--- config.mk ---
export PLATFORM = sky130hd
export DESIGN_NAME = keypad_scan_controller
export DESIGN_NICKNAME = d
export VERILOG_FILES = /design/src/rtl/keypad_scan_controller.sv
export SDC_FILE = /design/constraint.sdc
export NUM_CORES = 1
export LEC_CHECK = 0
export BUFFER_PORTS_ARGS = -buffer_cell sky130_fd_sc_hd__buf_4
export CAP_MARGIN = 25
export CORE_MARGIN = 5
export CORE_UTILIZATION = 55
export DETAILED_ROUTE_END_ITERATION = 10
export MAX_ROUTING_LAYER = met4
export PLACE_DENSITY_LB_ADDON = 0.12
export SYNTH_ARGS = -nofsm -noshare
export SYNTH_HDL_FRONTEND = slang
export SYNTH_SLANG_ARGS = --single-unit
--- constraint.sdc ---
create_clock -name clk -period 3.9 [get_ports clk]
set_input_delay 0.39 -clock clk [delete_from_list [all_inputs] [get_ports clk]]
set_output_delay 0.39 -clock clk [all_outputs]
set_load 0.03 [all_outputs]
--- src/rtl/keypad_scan_controller.sv ---
// 4x4 matrix keypad scanner with row synchronizer and press/release debounce.
// Optional auto-repeat while a key is held: define KEYPAD_REPEAT_EN.
module keypad_scan_controller #(
  parameter int unsigned SETTLE_CYCLES   = 4,
  parameter int unsigned DEBOUNCE_CYCLES = 50000,
  parameter int unsigned REPEAT_CYCLES   = 500000
) (
  input  logic       clk,
  input  logic       reset,
  input  logic [3:0] rows,
  output logic [3:0] cols,
  output logic [3:0] key_code,
  output logic       key_valid,
  output logic       key_held
);

  localparam int unsigned MAX_CNT = (DEBOUNCE_CYCLES > REPEAT_CYCLES) ? DEBOUNCE_CYCLES
                                                                      : REPEAT_CYCLES;
  localparam int unsigned CNT_W   = $clog2(MAX_CNT + 1);
  localparam logic [CNT_W-1:0] SETTLE_LAST = CNT_W'(SETTLE_CYCLES - 1);
  localparam logic [CNT_W-1:0] DEB_LAST    = CNT_W'(DEBOUNCE_CYCLES - 1);
`ifdef KEYPAD_REPEAT_EN
  localparam logic [CNT_W-1:0] REP_LAST    = CNT_W'(REPEAT_CYCLES - 1);
`endif

  typedef enum logic [1:0] {SCAN, PRESS, HELD, RELEASE} state_t;

  state_t           state;
  logic [1:0]       col_idx;
  logic [1:0]       row_idx;
  logic [3:0]       cap_row;
  logic [CNT_W-1:0] cnt;
  logic [3:0]       row_dec;
  logic [3:0]       sync1;
  logic [3:0]       sense;
  logic             sense_match;
`ifdef KEYPAD_REPEAT_EN
  logic [CNT_W-1:0] rep_cnt;
`endif

  function automatic logic [3:0] col_drive(input logic [1:0] idx);
    return ~(4'b0001 << idx);
  endfunction

  function automatic logic [1:0] onehot_idx(input logic [3:0] oh);
    logic [1:0] idx;
    idx = 2'd0;
    case (oh)
      4'b0010: idx = 2'd1;
      4'b0100: idx = 2'd2;
      4'b1000: idx = 2'd3;
      default: idx = 2'd0;
    endcase
    return idx;
  endfunction

  // Exactly one low row maps to a one-hot row; anything else (none or several) is no key.
  always_comb begin
    row_dec = 4'b0000;
    case (rows)
      4'b0111: row_dec = 4'b1000;
      4'b1011: row_dec = 4'b0100;
      4'b1101: row_dec = 4'b0010;
      4'b1110: row_dec = 4'b0001;
      default: row_dec = 4'b0000;
    endcase
  end

  always_ff @(posedge clk) begin
    if (!reset) begin
      sync1 <= 4'b0000;
      sense <= 4'b0000;
    end else begin
      sync1 <= row_dec;
      sense <= sync1;
    end
  end

  assign sense_match = (sense == cap_row);

  // Scan / debounce state machine; every output is a register.
  always_ff @(posedge clk) begin
    if (!reset) begin
      state     <= SCAN;
      col_idx   <= 2'd0;
      cols      <= 4'b1110;
      row_idx   <= 2'd0;
      cap_row   <= 4'b0000;
      cnt       <= '0;
      key_code  <= 4'h0;
      key_valid <= 1'b0;
      key_held  <= 1'b0;
`ifdef KEYPAD_REPEAT_EN
      rep_cnt   <= '0;
`endif
    end else begin
      key_valid <= 1'b0;
      case (state)
        SCAN: begin
          if (cnt == SETTLE_LAST) begin
            cnt <= '0;
            if ($onehot(sense)) begin
              cap_row <= sense;
              row_idx <= onehot_idx(sense);
              state   <= PRESS;
            end else begin
              col_idx <= col_idx + 2'd1;
              cols    <= col_drive(col_idx + 2'd1);
            end
          end else begin
            cnt <= cnt + CNT_W'(1);
          end
        end

        PRESS: begin
          if (!sense_match) begin
            cnt     <= '0;
            col_idx <= col_idx + 2'd1;
            cols    <= col_drive(col_idx + 2'd1);
            state   <= SCAN;
          end else if (cnt == DEB_LAST) begin
            cnt       <= '0;
            key_code  <= {row_idx, col_idx};
            key_valid <= 1'b1;
            key_held  <= 1'b1;
            state     <= HELD;
          end else begin
            cnt <= cnt + CNT_W'(1);
          end
        end

        HELD: begin
          if (!sense_match) begin
            cnt   <= '0;
            state <= RELEASE;
`ifdef KEYPAD_REPEAT_EN
            rep_cnt <= '0;
          end else if (rep_cnt == REP_LAST) begin
            rep_cnt   <= '0;
            key_valid <= 1'b1;
          end else begin
            rep_cnt <= rep_cnt + CNT_W'(1);
`endif
          end
        end

        RELEASE: begin
          if (sense_match) begin
            cnt   <= '0;
            state <= HELD;
          end else if (cnt == DEB_LAST) begin
            cnt      <= '0;
            key_held <= 1'b0;
            col_idx  <= col_idx + 2'd1;
            cols     <= col_drive(col_idx + 2'd1);
            state    <= SCAN;
          end else begin
            cnt <= cnt + CNT_W'(1);
          end
        end

        default: begin
          cnt   <= '0;
          state <= SCAN;
        end
      endcase
    end
  end

endmodule

==> results of run 1 <==
==> worst reg2reg max path, cell delays in order, from the launching register on <==
cell,delay [ns]
dfxtp_1,0.47
inv_1,0.09
fa_1,0.49
inv_1,0.04
ha_1,0.17
ha_1,0.26
nor3b_1,0.35
and4bb_2,0.43
mux2i_1,0.24
nor2b_1,0.06
==> power by group <==
| group | switching (mW) | internal [mW] | total (mW) |
|---|---|---|---|
| combinational | 0.0403 | 0.0281 | 0.0684 |
| sequential | 0.00873 | 0.487 | 0.496 |
| clock | 0.171 | 0.194 | 0.365 |
| total | 0.220 | 0.710 | 0.930 |
==> stage by stage <==
step | std cells | area [sq um] | hold WS, ns | power, mW
3_5_place_dp | 311 | 2550 | 0.421 | 0.577
6_report | 319 | 2670 | 0.245 | 0.930
4_1_cts | 319 | 2670 | 0.239 | 0.944
2_1_floorplan | 259 | 2460 | 0.412 | 0.560
5_1_grt | 319 | 2670 | 0.235 | 0.972
3_3_place_gp | 311 | 2550 | 0.414 | 0.575
==> state kept, by name (all words and copies together), names as in the netlist, named ones only <==
name       flops
state          1
key_code       4
row_idx        2
cap_row        4
sense          4
cols           4
cnt           19
col_idx        2
key_valid      1
sync1          4
key_held       1
==> Yosys cell counts (3+ instances only) <==
cell type | count | area share
inv_1 | 9 | 0.014
nand2b_1 | 6 | 0.015
and3_1 | 3 | 0.0076
a211oi_1 | 8 | 0.024
o21ai_0 | 8 | 0.016
nor2_1 | 3 | 0.0046
clkbuf_1 | 8 | 0.012
ha_1 | 9 | 0.046
dfxtp_1 | 47 | 0.38
mux2i_1 | 10 | 0.041
buf_4 | 3 | 0.0092
nand3_1 | 12 | 0.024
a21boi_0 | 5 | 0.015
xor2_1 | 6 | 0.021
mux2_4 | 3 | 0.018
nor3b_1 | 4 | 0.012
xnor2_1 | 13 | 0.046
nand2_1 | 21 | 0.032
nor3_1 | 18 | 0.037
and2_1 | 7 | 0.018
or3_1 | 3 | 0.0076
nor2b_1 | 6 | 0.015
nand4_1 | 6 | 0.015
==> final timing paths <==
check	slack (ns)	end	depth (start not counted)	startpoint
min	0.24	sync1[0]	2	rows[0]
max reg2reg	1.20	row_idx[0]	9	sense[3]
max	1.20	row_idx[0]	9	sense[3]
min reg2reg	0.44	sense[3]	1	sync1[3]
==> cells by family (layout without fill, tap and decap cells) <==
logic type	after synthesis	after routing	share of synthesized area
AO/OA/AOI/OAI	41	41	0.133
XOR/XNOR	20	20	0.0743
adder cells (fa/ha/maj)	10	10	0.0539
buffers and inverters	24	32	0.0483
flip-flops	47	47	0.383
multiplexers	13	13	0.0590
AND/OR/NAND/NOR	104	104	0.249
==> per-layer routing <==
metal | wire length (um) | global-route usage
met1 | 2200 | 0.224
met5 | 0 | -
met3 | 189 | 0.0351
met2 | 2190 | 0.267
met4 | 86 | 0.0542
==> final cells by class <==
cell class / count / area, sq um / area share
Clock buffer: 5 / 68.8 / 0.0258
Multi-Input combinational cell: 188 / 1400 / 0.525
Clock inverter: 3 / 47.5 / 0.0178
Timing Repair Buffer: 15 / 113 / 0.0422
Sequential cell: 47 / 941 / 0.353
Inverter: 9 / 33.8 / 0.0127
Tap cell: 52 / 65.1 / 0.0244
==> flow_summary.toml, run 1 <==
[outcome]
status = "complete, no violations"

[timing]
setup_viol = 0
finalMaxSlewViolations = 0
rsz0062_at_grt = "false"
fmax_mhz = 370
hold_viol = 0
tightest_slew_ns = 0.744
finalCriticalPeriod_ns = 2.70
finClkSkew_ns = 0.0102
slew-limit-headroom = 0.503
period_share = 0.692
setup_tns_ns = 0
fin_ws_ns = 1.20

[floorplan]
die_y_um = 76.9
die_x_um = 76.9
pin_count = 16
start_util = 0.565
dieArea_sq_um = 5910
num_rows = 24
design.core.area_sq_um = 4350

[worst_setup_path]
cp-end-kind = "flop"
crit_arrival_ns = 2.90
cpPeakStageDelay_ns = 0.49
crit_family = "adder cells"
crit_fanout = 7
startpoint_type = "flop"
crit_type = "flop to flop"
crit_slowest_cell = "fa_1"
critPathRequiredTime_ns = 4.10
cp_cell_sequence = "inv_1 -> fa_1 -> inv_1 -> ha_1 -> ha_1 -> nor3b_1 -> and4bb_2 -> mux2i_1 -> nor2b_1"
critPathBufInv = 2

[placed_design]
dp_slack_ns = 1.21
dp_hpwl_um = 3210
place_congestion = 0.845
portBuffers = 15

[synthesis]
ys_types = 50
synth_seq_area_share = 0.383
avgSynthCellArea_sq_um = 9.50
syn_nets = 275
async_reset_ff_frac = 0
synth_ff_type = "dfxtp_1"
yosysWarnings = 0
ys_ff_latch = 47
syn_area_sq_um = 2460
postSynthCellCount = 259
synth_enable_flop_cells = 0

[route]
vias_per_cell = 5.75
routed_wl_um = 4660
vias = 1835
drc = 0
wl_per_cell_um = 14.6
drt_iter0_markers = 118
ant_nets = 0
first_pass_iters = 4

[grt]
first_global_vias = 1815
overflow = 0
grt_pass1_wl_um = 8380
antenna_found_initial = 0
grt_max_degree = 34
grtUsageTotal = 0.172

[layout]
fillCellCount = 378
final_common_cell = "dfxtp_1"
fin_nets = 282
utilization = 0.613
layout-drive-gt1-share = 0.154
antenna_cells = 0
areaGrowthSynthToFinish_pct = 8.49
final_cell_mix = "dfxtp_1 (47), nand2_1 (21), nor3_1 (18)"

[clocking]
cts_sinks = 47
cts_tree = "yes"
cts_resized = 0
h-tree-depth = 2
clk_pin_slew_ns = 0.10
clockRootBuffer = "clkbuf_8"
insertion_delay_ns = 0.30
clock_path_buffers = 2
cts_inserted_buffers = 5
postCtsSetupBuffers = 0
ctsHoldBuffers = 0

[power_and_ir_drop]
ir_drop_uv = 243
p_leak_nw = 0.909
p_per_area_nw_per_um2 = 348

[job]
cap_violations = 0

[worst_hold_path]
min_path_type = "input port to flop"
Note: power is estimated with default switching activity, not from simulation.
==> inputs of run 2 (changes only) <==
ABC_AREA = 1   (was default)
CORE_UTILIZATION = 54   (was 55)
clock period = 2.3 ns   (was 3.9 ns; I/O delays follow)
==> flow_summary.toml, run 2 <==
[outcome]
status = "complete, no violations"

[worst_setup_path]
crit_type = "flop to flop"
crit_arrival_ns = 2.44
critPathRequiredTime_ns = 2.53
crit_fanout = 5
startpoint_type = "flop"
cp-end-kind = "flop"

[synthesis]
async_reset_ff_frac = 0
yosysWarnings = 0
synth_area_leaders = "dfxtp_1 (38%), nand2_1 (11%), nor2_1 (8.8%), inv_1 (6.4%), ha_1 (4.5%)"
synth_adder_area_share = 0.0536
synth_seq_area_share = 0.380
postSynthCellCount = 348
syn_area_sq_um = 2480
yosysMostFrequentCell = "nand2_1"
synth_largest_area_cell = "dfxtp_1"
synth.top_cell.area_share = 0.380
muxShareOfSynthArea = 0.00404
yosys.area_share.simple = 0.376
ys_ff_latch = 47
synth_ff_type = "dfxtp_1"
ys_top_cells_by_count = "nand2_1 (73), nor2_1 (58), dfxtp_1 (47), inv_1 (42), nand3_1 (21)"
ys_types = 36
syn_nets = 364
synth-xor-area-share = 0.0248
synth_compound_area_frac = 0.0743
avgSynthCellArea_sq_um = 7.12
synth_top_family_by_area = "simple AND/OR/NAND/NOR gates"
synth_enable_flop_cells = 0

[placed_design]
dp_slack_ns = -0.0563
placedInstanceArea_sq_um = 2650
place_congestion = 0.882
dp_hpwl_um = 3440
portBuffers = 15

[layout]
layout-drive-gt1-share = 0.203
fillCellCount = 388
antenna_cells = 0
multi_input_area_sq_um = 1390
final_cell_mix = "nand2_1 (73), nor2_1 (55), dfxtp_1 (44)"
utilization = 0.641
top_register = "cnt"
final_common_cell = "nand2_1"
fin_nets = 389
regArea_sq_um = 945
areaGrowthSynthToFinish_pct = 14.2
largest_reg_flops = 19
design_area_sq_um = 2830

[timing]
hold_viol = 0
setup_viol = 0
fmax_mhz = 454
fin_ws_ns = 0.0972
tightest_slew_ns = 0.561
finClkSkew_ns = 0.00987
finalMaxSlewViolations = 0
period_share = 0.958
finalCriticalPeriod_ns = 2.20
slew-limit-headroom = 0.623

[grt]
overflow = 0
antenna_found_initial = 0
grtUsageMet1 = 0.202
first_global_vias = 1944
grtUsageTotal = 0.170
met2_usage = 0.278
met3_usage = 0.0382
grt_busiest_layer = "met2"
grt_pass1_wl_um = 8240
grt_max_degree = 19

[clocking]
insertion_delay_ns = 0.31
ctsHoldBuffers = 0
clk_pin_slew_ns = 0.09
cts_sinks = 47
cts_tree = "yes"
clockRootBuffer = "clkbuf_8"
h-tree-depth = 2
cts_inserted_buffers = 5
clock_path_buffers = 2

[floorplan]
num_rows = 24
dieArea_sq_um = 6040
die_y_um = 77.7
die_x_um = 77.7
start_util = 0.561
design.core.area_sq_um = 4410
pin_count = 16

[power_and_ir_drop]
p_leak_nw = 1.23
ir_drop_uv = 383
p_sw_frac = 0.267
switchingPower_mw = 0.403
power_mw = 1.51
seqPwrFrac = 0.562
power.internal_mw = 1.11
power.clock.fraction = 0.334
p_comb_frac = 0.104
p_per_area_nw_per_um2 = 535

[route]
vias_per_cell = 5.06
ant_nets = 0
drc = 0
first_pass_iters = 4
routed_wl_um = 4850
vias = 2156
drt_iter0_markers = 78
wl_per_cell_um = 11.4

[worst_hold_path]
min_path_type = "input port to flop"

[job]
cap_violations = 0
[run 2: cell types whose count changed in the layout (fill, tap and decap cells not counted), moves of 7 or more]
cell     change
inv_1       +31
mux2i_1      -9
nand2_1     +52
nor2_2      +14
buf_4        +7
xnor2_1     -12
nor2_1      +52
nand3_1      +9
nor3_1      -12
[run 2: layout make-up]
| type | count | area share |
|---|---|---|
| Multi-Input combinational cell | 250 | 0.490 |
| Sequential cell | 47 | 0.334 |
| Inverter | 47 | 0.0624 |
| Timing Repair Buffer | 22 | 0.0584 |
| Clock buffer | 6 | 0.0257 |
| Tap cell | 52 | 0.0230 |
| Clock inverter | 2 | 0.00619 |
[run 2: cells by family (layout without fill, tap and decap cells)]
group	Yosys count	after routing
flops	47	47
buf+inv	52	77
simple gates	200	201
compound gates	31	31
mux	1	1
fa+ha+maj	10	10
xor+xnor	7	7
[run 2: final timing paths]
check                               from  slack, ns  cells past startpoint         end
worst min register to register  sync1[1]       0.42                      2    sense[1]
worst max-delay path            sense[3]        0.1                     12  row_idx[0]
worst max register to register  sense[3]        0.1                     12  row_idx[0]
worst min-delay path             rows[0]       0.09                      2    sync1[0]
[run 2: layer usage]
layer	vias up	wire length [um]
met4	0	87
met5	-	0
met2	20	2290
li1	1158	-
met3	8	106
met1	970	2370
[run 2: stage by stage]
step	hold slack, ns	setup TNS, ns	std cells
floorplan	0.307	0	348
global placement	0.393	0	415
detailed placement	0.400	-0.0964	415
CTS	0.0765	0	426
global route	0.0735	-0.0428	426
finish	0.0916	0	426
[run 2: repair_timing]
action                                  CTS  global route
gates cloned                              1             0
resized for setup                         8            10
pin swaps                                 5             5
buffers inserted                          2             0
endpoints found under the setup margin   11            11
[run 2: worst max-delay path, cell delays in order, from the launching register on]
cell	delay [ns]
dfxtp_2	0.34
inv_2	0.04
fa_1	0.52
inv_1	0.04
ha_2	0.17
ha_4	0.22
nor2_4	0.09
nand2_1	0.10
nor2_4	0.15
nand3_4	0.12
inv_2	0.11
nor2_1	0.05
a211oi_2	0.17
[run 2: power by group through the flow]
stage | clock, mW | sequential, mW | combinational (mW)
floorplan | 0 | 0.879 | 0.0983
global route | 0.552 | 0.853 | 0.177
CTS | 0.523 | 0.850 | 0.152
detailed placement | 0 | 0.869 | 0.148
global placement | 0 | 0.869 | 0.147
finish | 0.505 | 0.851 | 0.157
